==> src/rtl/core_memory_pkg.sv <==
// Shared types and constants for the core memory responder: load funct3 codes,
// FSM state encoding, timeout counter width and the latched request record.
package core_memory_pkg;

  localparam logic [2:0] F3_LB  = 3'b000;
  localparam logic [2:0] F3_LH  = 3'b001;
  localparam logic [2:0] F3_LW  = 3'b010;
  localparam logic [2:0] F3_LBU = 3'b100;
  localparam logic [2:0] F3_LHU = 3'b101;

  localparam int TIMEOUT_W = 8;

  typedef enum logic [1:0] {
    IDLE = 2'd0,
    BUS  = 2'd1,
    DONE = 2'd2
  } memState_e;

  typedef struct packed {
    logic        we;
    logic [3:0]  sel;
    logic [31:0] adr;
    logic [31:0] dat;
    logic [2:0]  funct3;
    logic [1:0]  offset;
  } memReq_t;

endpackage

==> src/rtl/load_data_aligner.sv <==
// Combinational load formatter: picks the byte/halfword lane selected by the
// original address offset and sign- or zero-extends it according to funct3.
module load_data_aligner
  import core_memory_pkg::*;
(
  input  logic [2:0]  funct3,
  input  logic [1:0]  byteOffset,
  input  logic [31:0] rawWord,
  output logic [31:0] loadData
);

  logic [31:0] shifted;

  always_comb begin
    // Lane `offset` lands in bits [7:0]; halfword takes lanes offset and offset+1.
    shifted = rawWord >> {byteOffset, 3'b000};
    case (funct3)
      F3_LB:   loadData = {{24{shifted[7]}}, shifted[7:0]};
      F3_LH:   loadData = {{16{shifted[15]}}, shifted[15:0]};
      F3_LW:   loadData = rawWord;
      F3_LBU:  loadData = {24'd0, shifted[7:0]};
      F3_LHU:  loadData = {16'd0, shifted[15:0]};
      default: loadData = 32'd0;
    endcase
  end

endmodule

==> src/rtl/core_memory_responder.sv <==
// Load/store request to Wishbone-classic master bridge with formatted load return.
// Optional bus timeout enabled by defining CORE_MEMORY_RESPONDER_TIMEOUT_EN.
module core_memory_responder
  import core_memory_pkg::*;
#(
  parameter int TIMEOUT_CYCLES = 255
) (
  input  logic        clk,
  input  logic        rst,
  input  logic        memoryEnable,
  input  logic        memoryWriteEnable,
  input  logic [3:0]  memoryByteSelect,
  input  logic [31:0] memoryAddress,
  input  logic [31:0] memoryWriteData,
  input  logic [2:0]  loadFunct3,
  input  logic [1:0]  loadByteOffset,
  output logic        memoryBusy,
  output logic        memoryDone,
  output logic        loadDataValid,
  output logic [31:0] loadData,
  output logic        accessFault,
  output logic        wb_cyc_o,
  output logic        wb_stb_o,
  output logic        wb_we_o,
  output logic [3:0]  wb_sel_o,
  output logic [31:0] wb_adr_o,
  output logic [31:0] wb_dat_o,
  input  logic        wb_ack_i,
  input  logic        wb_err_i,
  input  logic [31:0] wb_dat_i
);

  if (TIMEOUT_CYCLES < 1 || TIMEOUT_CYCLES > 255) begin : gBadTimeout
    $error("TIMEOUT_CYCLES must be in 1..255");
  end

  memState_e   state, stateNext;
  memReq_t     req;
  logic        faultQ;
  logic [31:0] loadDataQ;
  logic [31:0] alignedData;
  logic        accept;
  logic        timeoutHit;
  logic        finishBus;

  assign accept    = memoryEnable && (state != BUS);
  assign finishBus = (state == BUS) && (wb_ack_i || wb_err_i || timeoutHit);

`ifdef CORE_MEMORY_RESPONDER_TIMEOUT_EN
  logic [TIMEOUT_W-1:0] toCnt;

  // An ack or err arriving on the last counted cycle takes priority over the timeout.
  assign timeoutHit = (state == BUS) && !wb_ack_i && !wb_err_i &&
                      (toCnt == TIMEOUT_W'(TIMEOUT_CYCLES - 1));

  always_ff @(posedge clk) begin
    if (rst || state != BUS) toCnt <= '0;
    else                     toCnt <= toCnt + 1'b1;
  end
`else
  assign timeoutHit = 1'b0;
`endif

  always_ff @(posedge clk) begin
    if (rst) state <= IDLE;
    else     state <= stateNext;
  end

  always_comb begin
    stateNext = state;
    case (state)
      IDLE:    if (memoryEnable) stateNext = BUS;
      BUS:     if (finishBus) stateNext = DONE;
      DONE:    stateNext = memoryEnable ? BUS : IDLE;
      default: stateNext = IDLE;
    endcase
  end

  always_comb begin
    wb_cyc_o      = (state == BUS);
    wb_stb_o      = (state == BUS);
    wb_we_o       = (state == BUS) && req.we;
    wb_sel_o      = (state == BUS) ? req.sel : 4'd0;
    wb_adr_o      = (state == BUS) ? req.adr : 32'd0;
    wb_dat_o      = (state == BUS) ? req.dat : 32'd0;
    memoryBusy    = (state == BUS);
    memoryDone    = (state == DONE);
    accessFault   = (state == DONE) && faultQ;
    loadDataValid = (state == DONE) && !faultQ && !req.we;
    loadData      = loadDataQ;
  end

  load_data_aligner uAligner (
    .funct3     (req.funct3),
    .byteOffset (req.offset),
    .rawWord    (wb_dat_i),
    .loadData   (alignedData)
  );

  // Result is captured on the BUS->DONE edge so a request accepted during DONE
  // can overwrite the request latch without disturbing the presented result.
  always_ff @(posedge clk) begin
    if (rst) begin
      req       <= '0;
      faultQ    <= 1'b0;
      loadDataQ <= 32'd0;
    end else begin
      if (accept)
        req <= '{we: memoryWriteEnable, sel: memoryByteSelect, adr: memoryAddress,
                 dat: memoryWriteData, funct3: loadFunct3, offset: loadByteOffset};
      if (finishBus) begin
        faultQ    <= wb_err_i || timeoutHit;
        loadDataQ <= (wb_err_i || timeoutHit || req.we) ? 32'd0 : alignedData;
      end
    end
  end

endmodule
==> config.mk <==
export PLATFORM = sky130hd
export DESIGN_NAME = core_memory_responder
export DESIGN_NICKNAME = d
export VERILOG_FILES = /design/src/rtl/core_memory_pkg.sv /design/src/rtl/load_data_aligner.sv /design/src/rtl/core_memory_responder.sv
export SDC_FILE = /design/constraint.sdc
export NUM_CORES = 1
export LEC_CHECK = 0
export BUFFER_PORTS_ARGS = -buffer_cell sky130_fd_sc_hd__buf_2
export CORE_ASPECT_RATIO = 0.9
export CORE_MARGIN = 8
export CORE_UTILIZATION = 35
export CTS_CLUSTER_DIAMETER = 200
export DETAILED_ROUTE_END_ITERATION = 8
export PLACE_DENSITY = 0.64
export SYNTH_ARGS = -nofsm -noshare
export SYNTH_HDL_FRONTEND = slang
export SYNTH_SLANG_ARGS = --single-unit
==> constraint.sdc <==
create_clock -name clk -period 1.8 [get_ports clk]
set_input_delay 0.36 -clock clk [delete_from_list [all_inputs] [get_ports clk]]
set_output_delay 0.36 -clock clk [all_outputs]
set_load 0.05 [all_outputs]
# Word-level counts from Yosys, hierarchy flattened
# Cells that the tools add are included.
[classes]
add_sub_neg = 0
mul = 0
div = 0
n_lt_le_gt_ge = 0
eq_ne = 9
shift = 1
muxes = 9
bitwise_logic = 0
reduce_logical = 13
[op_table]
columns = ["operator", "count"]
rows = [
  ["32-bit one-hot mux with 5 select lines", 1],
  ["32-bit two-way mux", 3],
  ["32-bit by 5-bit >> shifter with 16-bit output", 1],
  ["3-bit equality test, second input constant", 2],
  ["1-bit logical AND", 6],
  ["2-bit one-hot mux with 3 select lines", 1],
  ["2-bit two-way mux", 2],
  ["4-bit two-way mux", 1],
  ["2-bit by 1-bit inequality test with 1-bit output, second input constant", 2],
  ["3-bit by 1-bit equality test with 1-bit output, second input constant", 1],
  ["3-bit by 2-bit equality test with 1-bit output, second input constant", 1],
  ["3-bit zero test", 1],
  ["2-bit by 1-bit equality test with 1-bit output, second input constant", 1],
  ["2-bit equality test, second input constant", 1],
  ["1-bit zero test", 2],
  ["2-bit zero test", 1],
  ["1-bit logical OR", 2],
  ["2-bit inequality test, second input constant", 1],
  ["2-bit AND reduction", 1],
  ["1-bit two-way mux", 1],
]
[word_totals]
ff_bits = 109
latch_bits = 0
mem_bits_rw = 0
romBits = 0
inputBits = 111
output_inout_bits = 107
n_memories = 0

# Depth between registers and ports, before layout
[depth]
word_depth = 4
mapped_depth = 7
depth_no_buf = 4

# Hierarchy
# Synthesis repeated with hierarchy kept, for this count alone.
[unflattened]
cells_unflattened = 677
area_unflattened_um2 = 6109.6
[modules_own_cells]
columns = ["mod", "n_inst", "cells_per_inst", "area_each_um2", "seq_area_each_um2"]
rows = [
  ["core_memory_responder", 1, 563, 5272.6, 2182.1],
  ["load_data_aligner", 1, 114, 837.1, 0.0],
]

# Least setup slack after synthesis
# OpenSTA, ideal clock, no wires.
[synth_path]
path_type = "flip-flop to output port"
from = "reg state[1]"
to = "out loadDataValid"
arrival_ps = 2418
path_slack_ps = -978
path_stages_with_launch = 3
path_cell_list = "dfxtp_1 -> nor2b_1 -> nor3b_1"
[synth_via]
elab_chain_cells = 3
[synth_lines]
columns = ["element", "line", "text"]
rows = [
  ["start, declared", "core_memory_responder.sv:37", "memState_e state, stateNext;"],
  ["start signal, assigned", "core_memory_responder.sv:66", "else state <= stateNext;"],
  ["2-bit equality test", "-", ""],
  ["net memoryDone", "core_memory_responder.sv:18", "output logic memoryDone,"],
  ["1-bit logical AND (2 in series)", "core_memory_responder.sv:89", "loadDataValid = (state == DONE) && !faultQ && !req.we;"],
  ["end, declared", "core_memory_responder.sv:19", "output logic loadDataValid,"],
]
# The timed path passes the listed nets, and every way through them passes these cells.

# Final worst setup path
[layout_path]
from = "reg state[0]"
to = "out wb_adr_o[26]"
[layout_via]
elab_chain_cells = 2
[layout_lines]
columns = ["element", "line", "text"]
rows = [
  ["2-bit by 1-bit equality test with 1-bit output", "core_memory_responder.sv:84", "wb_adr_o = (state == BUS) ? req.adr : 32'd0;"],
  ["32-bit two-way mux", "core_memory_responder.sv:84", ""],
  ["end, declared", "core_memory_responder.sv:26", "output logic [31:0] wb_adr_o,"],
]
# Every way passes these cells.

==> impl_metrics.toml <==
[critical_path]
path_delay_family = "buffers and inverters"
slowest_stage = "dfxtp_2"
required_ns = 1.44
critPathLaunchType = "register"
critPathKind = "register to output port"
critical-path-max-stage-delay_ns = 0.34
critPathCaptureType = "output port"
crit_path_max_fanout = 10
reg2reg_depth = 5
path_buf_inv = 3
cp_cell_sequence = "nor2b_4 > buf_8 > clkbuf_16 > and2_1 > buf_6"
cp.arrival_ns = 1.51
cp.depth = 5

[sta]
clock.fmax_mhz = 535
slew_viol_final = 0
post-route-period-util_pct = 104
worst-slew-pin-transition_ns = 0.668
fin_hold_ws_ns = 0.232
fin_ws_ns = -0.0705
setup_tns_ns = -2.37
setup_viol = 69
final.setup_skew_ns = 0.00773
finalHoldViolations = 0
fin_crit_ns = 1.87
slew_headroom_pct = 55.5
rsz0062_at_grt = "yes"

[synthesis]
yosysUniqueCellTypes = 35
netlist.area_leader.share_pct = 44.1
ys_warn_count = 0
yosys_register_bits = 109
synthTopCellsByArea = "dfxtp_1, nand2_1, and2_1"
synthCells = 598
syn_area_per_cell_um2 = 8.27
synth_largest_area_cell = "dfxtp_1"
syn_nets = 709
ys_seq_area_share_pct = 44.1
synth_area_mm2 = 0.00495

[grt]
grt_pass1_wl_um = 26200
antenna_found_initial = 1
grt_usage_pct = 18.2
first_global_vias = 4924
overflow = 0
grt_max_degree = 61

[cts]
cts-root-buf = "clkbuf_16"
cts.hold.buffers_added = 0
worstSkewPairLatency_ns = 0.35
ctsLongestPathBuffers = 2
path_clk_slew_ns = 0.07
numCtsBuffers = 9
cts_tree = "built"
cts_htree_levels = 3
clock-sinks = 109

[detailed_routing]
top_layer = "met5"
drt_iter0_drc = 232
wl_per_cell_um = 16.9
drc = 0
antenna_left = 0
viasPerCell = 4.96
met2_wirelength_um = 7690
first_pass_iters = 4
m1WireLength_um = 7180
dr_wl_met3_um = 1880
wirelength_um = 17000
num_vias = 4990

[floorplanning]
die_w_um = 141
ios = 218
initial_core_util_pct = 35.6
coreArea_mm2 = 0.0139
die_height_um = 129
dieArea_mm2 = 0.0182
num_rows = 41

[placed_design]
place_ws_ns = -0.0651
dp_hpwl_um = 11300
place_congestion = 0.774
portBuffers = 217
place_area_mm2 = 0.00637

[layout]
n_antenna_cell = 0
area_growth_syn_to_layout_pct = 55.8
design_area_mm2 = 0.00771
layout-drive-gt1-share_pct = 43.4
nets = 921
fillerInstances = 1258

[pwr]
power.density_mw_per_mm2 = 738
ir_worst_vdd_mv = 0.539
power_mw = 5.69
power.leakage_nw = 3.37

[min_path]
hold_path.class = "input pin to register"
hold_depth = 3

[status]
violations = "setup timing"
status = "finished, violations left"

[run]
cap_violations = 0
-- final timing paths --
| check | startpoint | end | slack, ns |
|---|---|---|---|
| worst max register to register | req[1]$_SDFFE_PP0P_ | loadData[8]$_SDFFE_PP0P_ | 0.07 |
| worst max-delay path | state[0]$_SDFFE_PP0P_ | wb_adr_o[26] | -0.07 |
| worst min register to register | req[27]$_SDFFE_PP0P_ | req[27]$_SDFFE_PP0P_ | 0.45 |
| worst min-delay path | loadByteOffset[0] | req[0]$_SDFFE_PP0P_ | 0.23 |
-- report_power, final --
group          internal (mW)  switching, mW  leakage [nW]  total, mW
clock network          0.981          0.931         0.129       1.91
logic                  0.519          0.653          2.35       1.17
registers               2.53         0.0753         0.893       2.60
-- cell families (layout without fill, tap and decap cells) --
family	after synthesis	in the layout	synth area share (%)
muxes	17	17	5.77
and+or+nand+nor	272	272	27.0
buffers and inverters	53	269	5.08
AOI/OAI and AO/OA	147	147	18.1
DFF	109	109	44.1
-- metrics by stage --
step	cells	utilization (%)
final	1007	55.4
after global routing	1007	55.4
after CTS	1002	52.3
after detailed placement	980	45.8
after global placement	980	45.8
after floorplan	598	-
-- what timing repair did --
action	in CTS	in global routing
cloned	2	4
buffers inserted	5	1
setup endpoints to repair	90	93
resized for setup	173	108
pin swaps	8	15
-- synth_stat cells (all sizes together) --
library cell  instances
inv                   4
o2bb2ai               1
a21oi                77
a221o                 7
o21ai                25
nor2                 12
nand2b                2
and2                 77
buf                  20
o211ai                1
a22oi                18
dfxtp               109
mux2i                 9
and4b                 1
nor3b                 2
nand3                 3
a221oi               16
o221ai                1
or3                   1
or2                   1
nor2b                 8
nand2               158
nor4b                 2
and2b                 5
a2111oi               1
clkbuf               29
mux4                  8
-- per-layer routing --
metal,GRT usage (%),vias up
li1,-,2459
met1,20.8,2328
met2,29.0,184
met3,8.92,17
met4,6.44,2
met5,0,-
-- placed cells by master (no fill, tap or decap), types with 3 or more instances in the layout --
cell,n
nand2_1,157
buf_2,144
dfxtp_1,105
a21oi_1,76
and2_4,56
buf_8,53
buf_6,21
a22oi_1,18
and2_1,17
buf_4,15
o21ai_0,14
nor2_1,12
clkbuf_16,12
buf_12,12
o21ai_1,10
a221oi_1,10
mux2i_1,9
a221o_1,7
a221oi_2,6
and2b_1,5
nor2b_1,5
and2_2,4
inv_1,4
mux4_2,4
mux4_1,4
nor2b_4,3
dfxtp_2,3
-- layout make-up --
type	count	area, um^2	share of cell area, %
Tap cell	193	241	3.13
Multi-Input combinational cell	436	2750	35.7
Inverter	4	15.0	0.195
Clock inverter	4	32.5	0.422
Sequential cell	109	2190	28.4
Clock buffer	11	243	3.15
Timing Repair Buffer	250	2240	29.0
-- state kept, by name, indices dropped and copies added, names as in the netlist --
register	flops
req	74
loadData	32
state	2
faultQ	1
-- worst register-to-register path, stage by stage (launching register included) --
cell	delay (ns)
dfxtp_2	0.36
mux4_2	0.53
nor4b_4	0.15
buf_4	0.19
a221oi_1	0.24
a221oi_1	0.11
Note: power is estimated with default switching activity, not from simulation.
